File: src/rtl/uart_rx.sv
// uart_rx: 8N1 serial receiver using a 16x oversampling tick.
// The RX pin is synchronised through two flops. A start bit is recognised
// only on a 1->0 transition of the synchronised line, so a held-low line
// (break) cannot retrigger reception. Good bytes are presented on o_dout
// with a one-cycle done strobe; a low stop bit gives a one-cycle frame error
// strobe instead.
module uart_rx #(
    parameter int DBIT    = 8,
    parameter int SB_TICK = 16
) (
    input  logic            clk,
    input  logic            reset,
    input  logic            i_rx,
    input  logic            i_s_tick,
    output logic [DBIT-1:0] o_dout,
    output logic            o_rx_done_tick,
    output logic            o_frame_err
);

    localparam int NW = (DBIT > 1) ? $clog2(DBIT) : 1;

    typedef enum logic [1:0] {
        IDLE  = 2'd0,
        START = 2'd1,
        DATA  = 2'd2,
        STOP  = 2'd3
    } state_t;

    state_t            state_q, state_d;
    logic              sync1_q, sync1_d;
    logic              sync2_q, sync2_d;
    logic              prev_q, prev_d;
    logic [3:0]        s_cnt_q, s_cnt_d;
    logic [NW-1:0]     n_cnt_q, n_cnt_d;
    logic [DBIT-1:0]   shift_q, shift_d;
    logic [DBIT-1:0]   dout_q, dout_d;
    logic              done_q, done_d;
    logic              ferr_q, ferr_d;
    logic              rx_s;

    assign rx_s           = sync2_q;
    assign o_dout         = dout_q;
    assign o_rx_done_tick = done_q;
    assign o_frame_err    = ferr_q;

    // Next-state logic: synchroniser, edge history, receive FSM and output strobes.
    always_comb begin
        sync1_d = i_rx;
        sync2_d = sync1_q;
        prev_d  = sync2_q;
        state_d = state_q;
        s_cnt_d = s_cnt_q;
        n_cnt_d = n_cnt_q;
        shift_d = shift_q;
        dout_d  = dout_q;
        done_d  = 1'b0;
        ferr_d  = 1'b0;

        case (state_q)
            IDLE: begin
                // Only a falling edge starts a frame; ticks are irrelevant here.
                if (!rx_s && prev_q) begin
                    state_d = START;
                    s_cnt_d = 4'd0;
                end else begin
                    state_d = IDLE;
                end
            end
            START: begin
                if (i_s_tick) begin
                    if (s_cnt_q == 4'd7) begin
                        // Middle of the start bit: confirm it is still low.
                        if (!rx_s) begin
                            state_d = DATA;
                            s_cnt_d = 4'd0;
                            n_cnt_d = {NW{1'b0}};
                        end else begin
                            state_d = IDLE;
                        end
                    end else begin
                        s_cnt_d = s_cnt_q + 4'd1;
                    end
                end else begin
                    s_cnt_d = s_cnt_q;
                end
            end
            DATA: begin
                if (i_s_tick) begin
                    if (s_cnt_q == 4'd15) begin
                        // Middle of a data bit: LSB arrives first, shift in from the top.
                        shift_d = {rx_s, shift_q[DBIT-1:1]};
                        s_cnt_d = 4'd0;
                        if (n_cnt_q == NW'(DBIT - 1)) begin
                            state_d = STOP;
                        end else begin
                            n_cnt_d = n_cnt_q + {{(NW-1){1'b0}}, 1'b1};
                        end
                    end else begin
                        s_cnt_d = s_cnt_q + 4'd1;
                    end
                end else begin
                    s_cnt_d = s_cnt_q;
                end
            end
            STOP: begin
                if (i_s_tick) begin
                    if (s_cnt_q == 4'(SB_TICK - 1)) begin
                        // Stop bit decides between a good byte and a framing error.
                        state_d = IDLE;
                        if (rx_s) begin
                            dout_d = shift_q;
                            done_d = 1'b1;
                        end else begin
                            ferr_d = 1'b1;
                        end
                    end else begin
                        s_cnt_d = s_cnt_q + 4'd1;
                    end
                end else begin
                    s_cnt_d = s_cnt_q;
                end
            end
            default: begin
                state_d = IDLE;
            end
        endcase
    end

    // State register with synchronous reset taking priority over all updates.
    always_ff @(posedge clk) begin
        if (reset) begin
            sync1_q <= 1'b1;
            sync2_q <= 1'b1;
            prev_q  <= 1'b1;
            state_q <= IDLE;
            s_cnt_q <= 4'd0;
            n_cnt_q <= {NW{1'b0}};
            shift_q <= {DBIT{1'b0}};
            dout_q  <= {DBIT{1'b0}};
            done_q  <= 1'b0;
            ferr_q  <= 1'b0;
        end else begin
            sync1_q <= sync1_d;
            sync2_q <= sync2_d;
            prev_q  <= prev_d;
            state_q <= state_d;
            s_cnt_q <= s_cnt_d;
            n_cnt_q <= n_cnt_d;
            shift_q <= shift_d;
            dout_q  <= dout_d;
            done_q  <= done_d;
            ferr_q  <= ferr_d;
        end
    end

endmodule

File: config.mk
export PLATFORM = sky130hd
export DESIGN_NAME = uart_rx
export DESIGN_NICKNAME = d
export VERILOG_FILES = /design/src/rtl/uart_rx.sv
export SDC_FILE = /design/constraint.sdc
export NUM_CORES = 1
export LEC_CHECK = 0
export CORE_ASPECT_RATIO = 1.2
export CORE_UTILIZATION = 30
export CTS_CLUSTER_DIAMETER = 120
export DETAILED_ROUTE_END_ITERATION = 10
export GPL_TIMING_DRIVEN = 1
export PLACE_DENSITY = 0.47
export SLEW_MARGIN = 20
export SYNTH_ARGS = -nofsm -noshare
export SYNTH_HDL_FRONTEND = slang
export SYNTH_SLANG_ARGS = --single-unit
File: constraint.sdc
create_clock -name clk -period 1.9 [get_ports clk]
set_input_delay 0.38 -clock clk [delete_from_list [all_inputs] [get_ports clk]]
set_output_delay 0.38 -clock clk [all_outputs]
set_load 0.05 [all_outputs]
* Word level (Yosys, flattened, before mapping)
Index checks and enable logic that the tools add are counted.
Storage, ports and cells: bits of input ports 4, logic and storage cells 71, output and inout bits 10, register bits 30
Operators by class: add/sub/neg operators 2, muxes and demuxes 28, bitwise operators 3, reductions and logical operators 10, eq/ne operators 18
Operator list (count):
- 4-bit 2-to-1 mux | 8
- 2-bit != test (second input constant) | 11
- 3-bit 2-to-1 mux | 6
- 2-bit 2-to-1 mux | 8
- 4-bit one-hot mux with 4 select lines | 1
- 7-bit AND reduction | 2
- 2-bit one-hot mux with 4 select lines | 1
- 3-bit one-hot mux with 2 select lines | 1
- 6-bit AND reduction | 1
- 4-bit by 1-bit adder with 4-bit output (second input constant) | 1
- 2-bit == test (second input constant) | 2
- 4-bit by 3-bit == test with 1-bit output (second input constant) | 1
- 4-bit == test (second input constant) | 1
- 4-bit AND reduction | 1
- 4-bit OR reduction | 1
- 3-bit by 1-bit adder with 3-bit output (second input constant) | 1
- 3-bit == test (second input constant) | 1
- 1-bit 2-to-1 mux | 3
- 3-bit != test (second input constant) | 1
- 1-bit inverter | 3
- 3-bit AND reduction | 1
- 2-bit by 1-bit == test with 1-bit output (second input constant) | 1
- 2-bit logical NOT | 1
- 2-bit nonzero test | 1
- 2 further kinds | 2

* Depth between registers and ports, before layout
depth in word-level cells 5, gate-level depth with buffers 7, mapped depth without buffers 5

* Worst setup path before layout
Ideal clock, no wire load.
kind register to register, start reg s_cnt_q[0], end reg dout_q[5], in the netlist o_dout[5], cell stages (with the launch flop) 8, path slack 231 ps, setup time 128 ps, data required time 1772 ps, clock period less this slack 1669 ps, buffers on the path 2, arrival 1541 ps, cell sequence dfxtp_1 > ha_1 > buf_2 > nand4_2 > or3_1 > buf_2 > mux2i_1 > nor2_1
On the way: cells in the longest elaborated chain, start to end 2
RTL lines:
- start: declaration | line 33 | logic [3:0] s_cnt_q, s_cnt_d;
- start signal: assignment | line 147 | s_cnt_q <= s_cnt_d;
- 4-bit == test | line 107 | if (s_cnt_q == 4'(SB_TICK - 1)) begin
- 4-bit AND reduction (no line)
- end signal: assignment | line 139 | dout_q <= {DBIT{1'b0}};
- end signal: assignment | line 150 | dout_q <= dout_d;
- end: declaration | line 36 | logic [DBIT-1:0] dout_q, dout_d;
Every way passes these cells. A chain may end at the register's enable or synchronous reset.

* Final worst setup path
start reg dout_q[1], in the netlist o_dout[1], end out o_dout[1]
RTL lines:
- end: declaration | line 15 | output logic [DBIT-1:0] o_dout,
No word-level cell between the ends.

==> impl_metrics.env <==
export IMPL_status="finished, final reports clean"
export IMPL_final_util_pct=38.5
export IMPL_multi_input_area_um2=662
export IMPL_ys_types=39
export IMPL_drv_cap=0
export IMPL_cts_setup_buffers=0
export IMPL_cts_root_buf="clkbuf_8"
export IMPL_arrival_ps=1450
export IMPL_synthTopCellsByArea="dfxtp_1, mux2i_1, nor2_1"
export IMPL_worstSetupPathType="register to output pin"
export IMPL_cts_resized=0
export IMPL_h_tree_depth=2
export IMPL_ys_top_cells_by_count="dfxtp_1, nor2_1, mux2i_1"
export IMPL_synth_flop_cell="dfxtp_1"
export IMPL_clk_latency_ps=280
export IMPL_seqCellArea_um2=601
export IMPL_final_fill_count=441
export IMPL_crit_chain="clkdlybuf4s50_1"
export IMPL_grt_setup_unrepaired="no"
export IMPL_syn_area_um2=1340
export IMPL_die_h_um=75.1
export IMPL_syn_instance_count=141
export IMPL_synth_nets=148
export IMPL_ys_seq_elements=30
export IMPL_yosysTopAreaCell="dfxtp_1"
export IMPL_yosysMostFrequentCell="dfxtp_1"
export IMPL_cpPeakStageDelay_ps=810
export IMPL_max_freq_mhz=547
export IMPL_routed_wl_um=2680
export IMPL_dr_pass1_iters=4
export IMPL_cts_hold_buf=0
export IMPL_synth_edff_count=0
export IMPL_crit_required_ps=1520
export IMPL_cp_buffers_inverters=1
export IMPL_seq_area_frac_synth_pct=45.0
export IMPL_p_per_area_nw_per_um2=708
export IMPL_worstHoldPathType="register to register"
export IMPL_endpoint_kind="output pin"
export IMPL_hold_viol_final=0
export IMPL_cts_inserted_buffers=5
export IMPL_num_rows=26
export IMPL_dieArea_um2=4720
export IMPL_vias_per_cell=4.79
export IMPL_ys_warn_count=0
export IMPL_drt_iter0_markers=52
export IMPL_crit_slowest_cell="clkdlybuf4s50_1"
export IMPL_cp_top_family="buffers and inverters"
export IMPL_grt_pass1_vias=1028
export IMPL_relSlewSlack_pct=66.5
export IMPL_antenna_left=0
export IMPL_setup_violations=0
export IMPL_drive_above_1_share_pct=13.1
export IMPL_die_x_um=62.9
export IMPL_clock_sinks=30
export IMPL_ios=14
export IMPL_vdd_drop_max_v=0.000428
export IMPL_antenna_found_initial=0
export IMPL_grt_max_degree=26
export IMPL_worst_pin_slew_ps=501
export IMPL_cts_tree="done"
export IMPL_gp_congestion=0.777
export IMPL_post_place_ws_ps=-75.9
export IMPL_start_util_pct=31.3
export IMPL_synth_top_area_share_pct=45.0
export IMPL_postLayoutSetupSlackWorst_ps=73.4
export IMPL_vias=1035
export IMPL_clockBufferDepth=2
export IMPL_coreArea_um2=4260
export IMPL_period_minus_slack_ps=1830
export IMPL_io_buffers=13
export IMPL_synth_avg_cell_area_um2=9.47
export IMPL_power_static_leakage_nw=0.651
export IMPL_start_kind="register"
export IMPL_area_growth_pct=22.9
export IMPL_grtUsageTotal_pct=12.7
export IMPL_layout_nets=167
export IMPL_hpwl_um=1900
export IMPL_num_antenna_cells=0
export IMPL_clock_skew_ps=6.36
export IMPL_async_flop_share_pct=0
export IMPL_finalMaxSlewViolations=0
export IMPL_clk_pin_slew_ps=70
export IMPL_drc_errors=0
export IMPL_grt_pass1_wl_um=4600
export IMPL_cp_max_fo=2
export IMPL_grt_overflow=0
export IMPL_wl_per_cell_um=12.4
export IMPL_fin_crit_sh_pct=96.1
path summary, 6_finish.rpt:
check                                             start                     end  slack (ps)  cells after the start
worst min register to register       sync1_q$_SDFF_PP1_       prev_d$_SDFF_PP1_         410                      1
worst max register to register  s_cnt_q[0]$_SDFFE_PP0P_  o_dout[7]$_SDFFE_PP0P_         190                      6
worst max-delay path             o_dout[1]$_SDFFE_PP0P_               o_dout[1]          70                      1
worst min-delay path                 sync1_q$_SDFF_PP1_       prev_d$_SDFF_PP1_         410                      1
flip-flops by register name, indices dropped and copies added, names as in the netlist, named ones only:
signal	count
sync1_q	1
prev_d	1
o_dout	8
s_cnt_q	4
o_rx_done_tick	1
prev_q	1
shift_q	8
state_q	1
o_frame_err	1
n_cnt_q	3
per-stage QoR:
step / power [mW] / setup TNS (ps) / cells / hold WS [ps] / instance area [µm²]
after floorplan: 0.680 / 0 / 141 / 383 / 1340
after global placement: 0.699 / -277 / 209 / 398 / 1560
after detailed placement: 0.700 / -194 / 209 / 396 / 1560
after CTS: 1.18 / 0 / 216 / 411 / 1640
after global routing: 1.21 / 0 / 216 / 424 / 1640
final: 1.16 / 0 / 216 / 407 / 1640
per-layer routing:
metal	routed length, µm	global-route usage [%]
met1	1200	13.6
met2	1320	22.3
met3	105	3.94
met4	54	6.98
met5	0	0
cell type report:
class	instances	area share [%]
flip-flops and latches	30	36.6
clock inverters	2	0.610
multi-input cells	96	40.4
well taps	56	4.27
clock buffers	5	4.20
repair buffers	22	12.8
inverters	5	1.14
cells by family after synthesis:
family | count (synthesis) | share of synthesized area [%]
AO/OA/AOI/OAI | 18 | 9.18
XOR/XNOR | 1 | 0.656
adder cells (fa/ha/maj) | 3 | 2.81
buffers and inverters | 15 | 5.44
flip-flops | 30 | 45.0
multiplexers | 19 | 14.6
AND/OR/NAND/NOR | 55 | 22.3
report_power, final:
part,switching (mW),internal (mW)
Clock,0.230,0.245
Sequential,0.00537,0.633
Combinational,0.0253,0.0212
cells in the final DEF (no fill, tap or decap), drive strengths merged, types with 2 or more instances in the layout:
master / n
a211oi: 2
a21oi: 6
and4: 2
buf: 9
clkbuf: 5
clkdlybuf4s50: 13
clkinv: 2
dfxtp: 30
ha: 3
inv: 5
mux2i: 18
nand2: 6
nand2b: 3
nand3: 4
nand4: 3
nor2: 25
nor3: 2
o211ai: 2
o31ai: 2
or2: 2
or4: 2
Power figures use the tool's default switching activity.
